--- config.mk ---
export PLATFORM = sky130hd
export DESIGN_NAME = button_debouncer
export DESIGN_NICKNAME = d
export VERILOG_FILES = /design/src/rtl/button_debouncer.sv
export SDC_FILE = /design/constraint.sdc
export NUM_CORES = 1
export LEC_CHECK = 0
export ABC_CLOCK_PERIOD_IN_PS = 3500
export BUFFER_PORTS_ARGS = -buffer_cell sky130_fd_sc_hd__buf_2
export CORE_ASPECT_RATIO = 0.75
export CORE_MARGIN = 8
export CORE_UTILIZATION = 66
export CTS_BUF_LIST = sky130_fd_sc_hd__clkbuf_4 sky130_fd_sc_hd__clkbuf_8
export DETAILED_ROUTE_END_ITERATION = 7
export PLACE_DENSITY_LB_ADDON = 0.2
export SKIP_CTS_REPAIR_TIMING = 1
export SLEW_MARGIN = 25
export SYNTH_ARGS = -nofsm -noshare
export SYNTH_HDL_FRONTEND = slang
export SYNTH_SLANG_ARGS = --single-unit
export TNS_END_PERCENT = 100
--- constraint.sdc ---
create_clock -name clock -period 3.5 [get_ports clock]
set_clock_uncertainty 0.05 [all_clocks]
set_input_delay 1.05 -clock clock [delete_from_list [all_inputs] [get_ports clock]]
set_output_delay 1.05 -clock clock [all_outputs]
set_load 0.1 [all_outputs]
--- src/rtl/button_debouncer.sv ---
// Push-button conditioner: two-flop synchroniser, bounce filter and
// press / release / long-press event pulses with a held level.
module button_debouncer #(
    parameter int CLK_FREQ      = 12000000,
    parameter int DEBOUNCE_MS   = 10,
    parameter int LONG_PRESS_MS = 1000,
    parameter bit ACTIVE_LEVEL  = 1'b1
) (
    input  logic clock,
    input  logic reset_n,
    input  logic button_in,
    output logic level,
    output logic press_pulse,
    output logic release_pulse,
    output logic long_press_pulse,
    output logic held
);

    localparam int DEB_CYCLES  = CLK_FREQ / 1000 * DEBOUNCE_MS;
    localparam int LONG_CYCLES = CLK_FREQ / 1000 * LONG_PRESS_MS;
    localparam int DEB_W       = (DEB_CYCLES >= 1) ? $clog2(DEB_CYCLES + 1) : 1;
    localparam int LONG_W      = $clog2(LONG_CYCLES + 1);

    localparam logic [DEB_W-1:0]  DEB_ONE   = DEB_W'(1);
    localparam logic [DEB_W-1:0]  DEB_LAST  = DEB_W'(DEB_CYCLES - 1);
    localparam logic [LONG_W-1:0] LONG_ONE  = LONG_W'(1);
    localparam logic [LONG_W-1:0] LONG_LAST = LONG_W'(LONG_CYCLES - 1);
    localparam logic [LONG_W-1:0] LONG_MAX  = LONG_W'(LONG_CYCLES);

    generate
        if (DEB_CYCLES < 1 || LONG_CYCLES <= DEB_CYCLES) begin : g_bad_params
            $error("button_debouncer: need DEB_CYCLES >= 1 and LONG_CYCLES > DEB_CYCLES");
        end
    endgenerate

    typedef enum logic [1:0] {
        ST_RELEASED      = 2'd0,
        ST_ARMING_PRESS  = 2'd1,
        ST_PRESSED       = 2'd2,
        ST_ARMING_RELEASE = 2'd3
    } state_t;

    logic              r_sync1;
    logic              r_sync2;
    state_t            r_state;
    logic [DEB_W-1:0]  r_deb_cnt;
    logic [LONG_W-1:0] r_hold_cnt;
    logic              r_level;
    logic              r_press_pulse;
    logic              r_release_pulse;
    logic              r_long_pulse;
    logic              r_held;

    logic              w_s;
    logic              w_deb_done;
    logic              w_release_now;
    logic              w_hold_sat;
    logic              w_hold_fire;

    assign w_s           = (r_sync2 == ACTIVE_LEVEL);
    assign w_deb_done    = (r_deb_cnt == DEB_LAST);
    assign w_release_now = !w_s && w_deb_done;
    assign w_hold_sat    = (r_hold_cnt == LONG_MAX);
    assign w_hold_fire   = (r_hold_cnt == LONG_LAST);

    assign level            = r_level;
    assign press_pulse      = r_press_pulse;
    assign release_pulse    = r_release_pulse;
    assign long_press_pulse = r_long_pulse;
    assign held             = r_held;

    // Synchroniser idles at "not pressed" so reset exit never looks like an edge
    always_ff @(posedge clock or negedge reset_n) begin
        if (!reset_n) begin
            r_sync1 <= ~ACTIVE_LEVEL;
            r_sync2 <= ~ACTIVE_LEVEL;
        end else begin
            r_sync1 <= button_in;
            r_sync2 <= r_sync1;
        end
    end

    // Debounce FSM with hold timer and registered event outputs
    always_ff @(posedge clock or negedge reset_n) begin
        if (!reset_n) begin
            r_state         <= ST_RELEASED;
            r_deb_cnt       <= '0;
            r_hold_cnt      <= '0;
            r_level         <= 1'b0;
            r_press_pulse   <= 1'b0;
            r_release_pulse <= 1'b0;
            r_long_pulse    <= 1'b0;
            r_held          <= 1'b0;
        end else begin
            r_press_pulse   <= 1'b0;
            r_release_pulse <= 1'b0;
            r_long_pulse    <= 1'b0;
            case (r_state)
                ST_RELEASED, ST_ARMING_PRESS: begin
                    if (w_s) begin
                        if (w_deb_done) begin
                            r_state       <= ST_PRESSED;
                            r_deb_cnt     <= '0;
                            r_hold_cnt    <= '0;
                            r_level       <= 1'b1;
                            r_press_pulse <= 1'b1;
                        end else begin
                            r_state   <= ST_ARMING_PRESS;
                            r_deb_cnt <= r_deb_cnt + DEB_ONE;
                        end
                    end else begin
                        r_state   <= ST_RELEASED;
                        r_deb_cnt <= '0;
                    end
                end
                ST_PRESSED, ST_ARMING_RELEASE: begin
                    if (w_s) begin
                        r_state   <= ST_PRESSED;
                        r_deb_cnt <= '0;
                    end else if (w_deb_done) begin
                        r_state         <= ST_RELEASED;
                        r_deb_cnt       <= '0;
                        r_hold_cnt      <= '0;
                        r_level         <= 1'b0;
                        r_release_pulse <= 1'b1;
                        r_held          <= 1'b0;
                    end else begin
                        r_state   <= ST_ARMING_RELEASE;
                        r_deb_cnt <= r_deb_cnt + DEB_ONE;
                    end
                    // A release edge wins over a long press landing on the same cycle
                    if (!w_release_now && !w_hold_sat) begin
                        r_hold_cnt <= r_hold_cnt + LONG_ONE;
                        if (w_hold_fire) begin
                            r_long_pulse <= 1'b1;
                            r_held       <= 1'b1;
                        end else begin
                            r_long_pulse <= 1'b0;
                        end
                    end else begin
                        r_long_pulse <= 1'b0;
                    end
                end
                default: begin
                    r_state   <= ST_RELEASED;
                    r_deb_cnt <= '0;
                    r_level   <= 1'b0;
                    r_held    <= 1'b0;
                end
            endcase
        end
    end

endmodule
## After elaboration in Yosys (flattened, before gate mapping)

Index checks and enable logic that the tools add are counted.

- Flip-flop bits (word level): 50
- Logic and storage cells: 64

- Add/sub/neg operators: 2
- Eq/ne operators: 11
- Mux-type cells: 31
- Reductions and logical operators: 10

Operators by type and width:

| cell | count |
|---|---|
| $mux W24 | 4 |
| $mux W17 | 3 |
| $eq A24 B24 Y1 const B | 2 |
| $pmux W24 S2 | 1 |
| $pmux W17 S2 | 1 |
| $add A24 B1 Y24 const B | 1 |
| $add A17 B1 Y17 const B | 1 |
| $eq A17 B17 Y1 const B | 1 |
| $mux W1 | 16 |
| $mux W2 | 4 |
| $ne A2 B2 Y1 const B | 4 |
| $eq A2 B2 Y1 const B | 2 |
| $pmux W2 S2 | 1 |
| $reduce_and A4 Y1 | 1 |
| $reduce_or A2 Y1 | 2 |
| $logic_not A1 Y1 | 3 |
| $ne A3 B3 Y1 const B | 1 |
| $eq A2 B1 Y1 const B | 1 |
| $logic_and A1 B1 Y1 | 2 |
| $logic_not A2 Y1 | 1 |
| $pmux W1 S2 | 1 |
| $reduce_and A2 Y1 | 1 |

## Longest topological paths before layout

Gate-level depths: netlist of the first run.

- Depth after elaboration: 6
- Gate-level depth with buffers: 9

## Worst setup path before layout of the first run

Ideal clock, no wire load.

- Path kind: register to register
- Start: register r_deb_cnt[0]
- End: register r_hold_cnt[5]
- Setup time: 0.126 ns
- Data arrival time: 2.069 ns
- Slack: 1.255 ns
- Cell stages (with the launch flop): 7
- Buffers on the path: 1
- Cell sequence: dfrtp_1 ha_1 or4b_4 nor4_4 a21oi_1 buf_2 a221o_1

- Cells in the longest elaborated chain, start to end: 6
- Elaborated cells between the ends (all ways): 11
- Those cells by class: 2 x eq/ne; 5 x mux; 4 x reduce/logical

RTL lines:

| what | RTL line | text |
|---|---|---|
| from (decl) | 46 | `logic [DEB_W-1:0] r_deb_cnt;` |
| from (signal assigned) | 109 | `r_deb_cnt <= r_deb_cnt + DEB_ONE;` |
| from (signal assigned) | 129 | `r_deb_cnt <= r_deb_cnt + DEB_ONE;` |
| $eq A17 B17 Y1 * | 61 | `assign w_deb_done = (r_deb_cnt == DEB_LAST);` |
| $logic_and A1 B1 Y1 | 62 | `assign w_release_now = !w_s && w_deb_done;` |
| $logic_not A1 Y1 | 132 | `if (!w_release_now && !w_hold_sat) begin` |
| $logic_and A1 B1 Y1 | 132 |  |
| $mux W24 / $ne A3 B3 Y1 (equally long branches) | n/a |  |
| $pmux W24 S2 / $reduce_and A2 Y1 (equally long branches) | n/a |  |
| to (signal assigned) | 133 | `r_hold_cnt <= r_hold_cnt + LONG_ONE;` |
| to (decl) | 47 | `logic [LONG_W-1:0] r_hold_cnt;` |

Every way passes the cells marked *; elsewhere a longest branch is shown, timed or not. The select of a mux whose other input is x is not followed.
A chain may end at the register's enable or synchronous reset.

## Worst setup path in the final report of the first run

- Start: register r_deb_cnt[6]
- End: register r_hold_cnt[2]

Same word-level chain as after synthesis.

==> results.toml, run 1 <==
[critical_path]
cp_max_fo = 12
critical-path-top-delay-family = "simple AND/OR/NAND/NOR gates"
cp_slowest_stage_delay_ns = 0.56
endpoint_kind = "flip-flop"
path_class = "flip-flop to flip-flop"
cp_slowest_cell = "or4b_1"
crit_buf_inv = 0
crit_arrival_ns = 2.74
crit_path_start_kind = "flip-flop"
crit_required_ns = 3.64
cp_cell_sequence = "or4b_1, nor4_2, and2_1, nor2_1, a221o_1"

[timing]
period_share_pct = 74.4
max_freq_ghz = 0.384
worst_pin_slew_ns = 0.743
fin_hold_ws_ns = 0.317
final-max-slew-violation-count = 0
fin_tns_setup_ns = 0
timing.final.crit_period_ns = 2.60
hold_viol = 0
setup-violations-final = 0
rsz0062_at_grt = "no"
relSlewSlack_pct = 50.0

[cells_and_area]
fillers = 295
nets = 298
n_antenna_cell = 0
drive_above_1_share_pct = 9.56
seq_area_sq_um = 1230
utilization_pct = 72.7
multiInputGateArea_sq_um = 1400
syn_to_final_growth_pct = 7.24
postLayoutCellArea_sq_um = 2910

[grt]
grt_pass1_wl_um = 10700
grt-ovfl-total = 0
antenna_found_initial = 0
grtUsageTotal_pct = 20.4
grt_max_degree = 27
grt_pass1_vias = 2144

[detailed_routing]
wl_um = 6490
drc_errors = 0
viasPerCell = 6.91
post_drt_wl_per_cell_um = 18.6
first_pass_iters = 5
via_count = 2403
antenna_left = 0
drt-initial-drc-count = 380

[floorplanning]
rows = 20
start_util_pct = 67.8
ios = 8
dieArea_sq_um = 6440
die_w_um = 90.0
dieHeight_um = 71.5
core-area_sq_um = 4000

[synthesis]
ys_types = 50
synth_xor_area_share_pct = 5.49
synthAdderAreaFrac_pct = 1.38
syn_avg_cell_area_sq_um = 9.52
netlist_area_sq_um = 2710
synth_mux_area_share_pct = 0
synthTopCellsByArea = "dfrtp_1 45%, nand4_1 4.6%, nand3_1 4.4%"
ys.flop_type = "dfrtp_1"
synth_compound_area_share_pct = 11.4
ys_seq_elements = 49
syn_inst = 285
synth_top_area_share_pct = 45.2
async_flop_share_pct = 100
yosysWarnings = 0
synth_nets = 291
ys_seq_area_share_pct = 45.2
yosys.area.top_type = "dfrtp_1"
synth_top_family_by_area = "simple AND/OR/NAND/NOR gates"
synth_edf_count = 0
yosys.area_share.simple_pct = 33.4

[cts]
cts_root_buffer = "clkbuf_8"
tritoncts = "done"
cts_sinks = 49
clock_latency_ns = 0.30
h-tree-depth = 2
cts_buffers = 5
clock_path_buffers = 2
path_clk_slew_ns = 0.09

[min_path]
hold_class = "flip-flop to flip-flop"

[placement]
place.port_buffers = 7
gp_congestion = 0.927
dpl-instance-area_sq_um = 2790
dp_hpwl_um = 4530

[power]
p_leak_uw = 0.00122
irDropWorstVdd_v = 0.000321
p_total_uw = 1030
cellPowerDensity_nw_per_um2 = 353

[job]
drv_cap = 0

[outcome]
outcome = "finished clean"
## cells by family after synthesis
group | after synthesis
compound gates | 43
xor+xnor | 17
fa+ha+maj | 3
simple gates | 155
flops | 49
buf+inv | 18
## report_power, final
part / internal [uW] / switching [uW] / total [uW]
Sequential: 569 / 5.11 / 575
Combinational: 6.99 / 19.1 / 26.1
Clock: 241 / 185 / 426
Total: 817 / 209 / 1030
## cells in the mapped netlist (all sizes together), types with 6 or more instances
master	n
dfrtp	49
nor2	26
nand3	24
nand2	22
nand4	21
nor4	10
o21ai	9
xor2	9
xnor2	8
and2	7
and4	7
inv	7
nor3	7
buf	6
## cell usage in the layout, fill, tap and decap left out, types with 2 or more instances in the layout
| master | count |
|---|---|
| o21a_1 | 2 |
| nor4b_1 | 2 |
| a21oi_1 | 5 |
| and3_1 | 5 |
| o311ai_0 | 3 |
| nand2b_1 | 2 |
| buf_2 | 7 |
| dfrtp_1 | 49 |
| xnor2_1 | 8 |
| nor2_1 | 26 |
| nor2b_1 | 5 |
| o31ai_1 | 2 |
| and4_1 | 7 |
| a221o_1 | 4 |
| clkbuf_8 | 6 |
| or3_1 | 4 |
| nor4_2 | 2 |
| nor4_1 | 7 |
| a21o_1 | 2 |
| o211ai_1 | 2 |
| buf_4 | 4 |
| nand2_1 | 22 |
| a211oi_1 | 3 |
| inv_1 | 7 |
| nand4_1 | 20 |
| nand3_1 | 24 |
| a211o_1 | 4 |
| a22o_1 | 2 |
| ha_1 | 3 |
| nor3_1 | 7 |
| nand4bb_1 | 2 |
| o21ai_0 | 8 |
| or4_1 | 3 |
| and2_1 | 7 |
| xor2_1 | 9 |
| or4b_2 | 2 |
## metrics by stage
| step | worst slack [ns] | cells |
|---|---|---|
| after floorplan | 1.25 | 285 |
| after global placement | 0.999 | 340 |
| after detailed placement | 0.946 | 340 |
| after CTS | 0.949 | 348 |
| after global routing | 0.745 | 348 |
| final | 0.897 | 348 |
## sequential cells by signal, indices dropped and copies added (netlist names)
register	cells
r_hold_cnt	24
r_sync1	1
r_sync2	1
held	1
press_pulse	1
release_pulse	1
level	1
long_press_pulse	1
r_state	1
r_deb_cnt	17
## routing by layer
metal	vias to the layer above	GRT usage (%)	wire length, um
met4	0	6.99	129
li1	1087	-	-
met2	138	27.8	2640
met1	1161	29.8	3010
met3	17	5.95	707
met5	-	0	0
## worst register-to-register path, delay by kind of cell (launching register included)
kind	cells	cell delay, ns
AO/OA/AOI/OAI	1	0.36
flip-flops	1	0.46
AND/OR/NAND/NOR	4	1.62
## path summary, 6_finish.rpt
kind	startpoint	end	slack, ns	depth (start not counted)
worst min-delay path	r_sync1	r_sync2	0.32	0
worst min register to register	r_sync1	r_sync2	0.32	0
worst max-delay path	r_deb_cnt[6]	r_hold_cnt[2]	0.90	5
max in group asynchronous	reset_n	r_hold_cnt[2]	2.00	2
min in group asynchronous	reset_n	r_deb_cnt[6]	0.66	1
worst max register to register	r_deb_cnt[6]	r_hold_cnt[2]	0.90	5
## final cells by class
type,instances,area share [%]
repair buffers,11,2.24
clock buffers,7,3.10
clock inverters,1,1.03
multi-input cells,218,48.2
flip-flops and latches,49,42.2
well taps,55,2.37
inverters,7,0.903
Note: power is estimated with default switching activity, not from simulation.
==> run 2, diff against run 1 <==
--- a/config.mk
+++ b/config.mk
@@ -5,11 +5,12 @@
 export SDC_FILE = /design/constraint.sdc
 export NUM_CORES = 1
 export LEC_CHECK = 0
-export ABC_CLOCK_PERIOD_IN_PS = 3500
+export ABC_AREA = 1
+export ABC_CLOCK_PERIOD_IN_PS = 2200
 export BUFFER_PORTS_ARGS = -buffer_cell sky130_fd_sc_hd__buf_2
 export CORE_ASPECT_RATIO = 0.75
 export CORE_MARGIN = 8
-export CORE_UTILIZATION = 66
+export CORE_UTILIZATION = 58
 export CTS_BUF_LIST = sky130_fd_sc_hd__clkbuf_4 sky130_fd_sc_hd__clkbuf_8
 export DETAILED_ROUTE_END_ITERATION = 7
 export PLACE_DENSITY_LB_ADDON = 0.2
==> constraint.sdc (replaced) <==
create_clock -name clock -period 2.2 [get_ports clock]
set_clock_uncertainty 0.05 [all_clocks]
set_input_delay 0.66 -clock clock [delete_from_list [all_inputs] [get_ports clock]]
set_output_delay 0.66 -clock clock [all_outputs]
set_load 0.1 [all_outputs]
==> run 2 against run 1 <==
Compared with the run above: first-iteration DRC count shrank 56%; largest power group unchanged; clock power is 30% higher; synthesized cell count up 45%; wire length is 3.2% lower; hold slack got worse by 0.044 ns; register-to-register slack worse by 0.58 ns; largest cell class unchanged; flip-flop and latch count unchanged.
==> results.toml, run 2 <==
[critical_path]
r2r-end = "r_hold_cnt[8]"
cp_slowest_cell = "dfrtp_1"
crit_buf_inv = 3
crit_arrival_ns = 2.09
reg2reg_depth = 12
critical-path-top-delay-family = "simple AND/OR/NAND/NOR gates"
cp_slowest_stage_delay_ns = 0.40
crit_required_ns = 2.41
crit_path_start_kind = "flip-flop"
reg2reg_from = "r_hold_cnt[0]"
path_class = "flip-flop to flip-flop"
cp_max_fo = 12
endpoint_kind = "flip-flop"
r2r_setup_slack_ns = 0.32
cp_cell_sequence = "inv_1, ha_1, inv_1, nor2_1, nand2_1, nor2_1, nand3_2, nand2_4, nor2_4, buf_4, nand3_1, nand3_1"

[cts]
clock_latency_ns = 0.31
cts_buffers = 5
clock_path_buffers = 2
tritoncts = "done"
cts_root_buffer = "clkbuf_8"
path_clk_slew_ns = 0.09
cts_sinks = 49
h-tree-depth = 2

[cells_and_area]
final_common_cell = "nand2_1"
final_cell_mix = "96 x nand2_1, 52 x nor2_1, 49 x inv_1, 49 x dfrtp_1, 36 x nand3_1"
drive_above_1_share_pct = 15.1
largest-register = "r_hold_cnt"
syn_to_final_growth_pct = 6.36
postLayoutCellArea_sq_um = 3270
n_antenna_cell = 0
top_regs = "r_hold_cnt x24, r_deb_cnt x17"
largest_register_ffs = 24
nets = 428

[synthesis]
ys.flop_type = "dfrtp_1"
synth_nets = 419
ys_seq_area_share_pct = 39.9
netlist_area_sq_um = 3070
yosysMostFrequentCell = "nand2_1"
synthTopCellsByArea = "dfrtp_1 40%, nand2_1 12%, nor2_1 6.4%"
yosys.area.top_type = "dfrtp_1"
async_flop_share_pct = 100
ys_types = 34
syn_avg_cell_area_sq_um = 7.43
yosysWarnings = 0
syn_inst = 413
synth_edf_count = 0
synth_top_area_share_pct = 39.9
netlist_top_cells_count = "96 x nand2_1, 52 x nor2_1, 49 x dfrtp_1, 49 x inv_1, 36 x nand3_1"
ys_seq_elements = 49

[power]
irDropWorstVdd_v = 0.000317
p_switching_uw = 344
p_int_uw = 1170
pwr-share-clk_pct = 36.7
p_leak_uw = 0.00146
cellPowerDensity_nw_per_um2 = 463
swShare_pct = 22.8
combPwrFrac_pct = 3.1
pwr-share-seq_pct = 60.3

[floorplanning]
dieArea_sq_um = 7900
rows = 23
dieHeight_um = 79.0
start_util_pct = 58.6
core-area_sq_um = 5240
die_w_um = 100
ios = 8

[timing]
relSlewSlack_pct = 67.6
setup-violations-final = 0
max_freq_ghz = 0.531
worst_pin_slew_ns = 0.489
timing.final.crit_period_ns = 1.88
rsz0062_at_grt = "no"
period_share_pct = 85.6
final-max-slew-violation-count = 0
hold_viol = 0
fin_tns_setup_ns = 0

[grt]
grt_pass1_vias = 2322
met3_usage_pct = 2.97
grt_pass1_wl_um = 11000
antenna_found_initial = 0
gr-usage-met2_pct = 22.9
grt-ovfl-total = 0
grtUsageTotal_pct = 17.0
busiest_layer = "met1"
grt_max_degree = 50
met1_usage_pct = 26.8

[detailed_routing]
first_pass_iters = 4
drt-initial-drc-count = 169
viasPerCell = 5.19
post_drt_wl_per_cell_um = 12.6
drc_errors = 0
wl_um = 6280
antenna_left = 0
via_count = 2584

[min_path]
hold_class = "input port to async pin"

[placement]
dp_hpwl_um = 4750
place.port_buffers = 7
gp_congestion = 0.888
dpl-instance-area_sq_um = 3170

[job]
drv_cap = 0

[outcome]
outcome = "finished clean"
==> run 2: changes by cell type in the layout (fill, tap and decap cells not counted), sizes merged, moves of 7 or more <==
cell,change
and4,-7
inv,+52
nand2,+86
nand3,+17
nor2,+39
nor4,-7
o21ai,+9
xnor2,-7
==> run 2: kinds of logic (layout without fill, tap and decap cells) <==
kind of cell	Yosys count	count (layout)	share of synthesized area, %
flops	49	49	39.9
buf+inv	67	77	9.17
xor+xnor	10	10	2.85
compound gates	35	35	6.11
simple gates	249	249	40.7
fa+ha+maj	3	3	1.22
==> run 2: through the flow <==
step	power (uW)	hold slack, ns	cells	utilization [%]	worst slack, ns
finish	1510	0.273	498	62.4	0.317
global route	1580	0.294	498	62.4	0.190
CTS	1530	0.280	498	62.4	0.324
detailed placement	977	0.285	490	60.6	0.352
global placement	977	0.282	490	60.6	0.392
floorplan	947	0.281	413	-	0.588
==> run 2: layout make-up <==
class	instances	area (sq um)
well taps	75	93.8
flip-flops and latches	49	1230
clock inverters	1	7.51
inverters	59	221
clock buffers	7	83.8
repair buffers	10	70.1
fillers	493	1970
multi-input cells	297	1560
==> run 2: worst max-delay path by stage <==
stage	startpoint	endpoint	slack, ns	cells after the start
2_1_floorplan	r_hold_cnt[0]	r_hold_cnt[20]	0.59	14
3_3_place_gp	r_hold_cnt[0]	r_hold_cnt[19]	0.39	11
3_5_place_dp	r_hold_cnt[0]	r_hold_cnt[8]	0.35	12
4_1_cts	r_hold_cnt[0]	r_hold_cnt[8]	0.32	12
5_1_grt	r_hold_cnt[0]	r_hold_cnt[19]	0.19	11
6_report	r_hold_cnt[0]	r_hold_cnt[8]	0.32	12
==> run 2: per-layer routing <==
metal / vias up / wire length, um
met3: 5 / 310
met2: 43 / 2510
met1: 1185 / 3410
met5: - / 0
li1: 1351 / -
met4: 0 / 50
==> run 2: power by group through the flow <==
stage / clock network, uW / logic, uW / registers [uW]
after floorplan: 0 / 19.0 / 928
after global placement: 0 / 47.1 / 929
after detailed placement: 0 / 47.9 / 930
after CTS: 574 / 47.7 / 912
after global routing: 610 / 54.3 / 913
final: 555 / 46.1 / 912
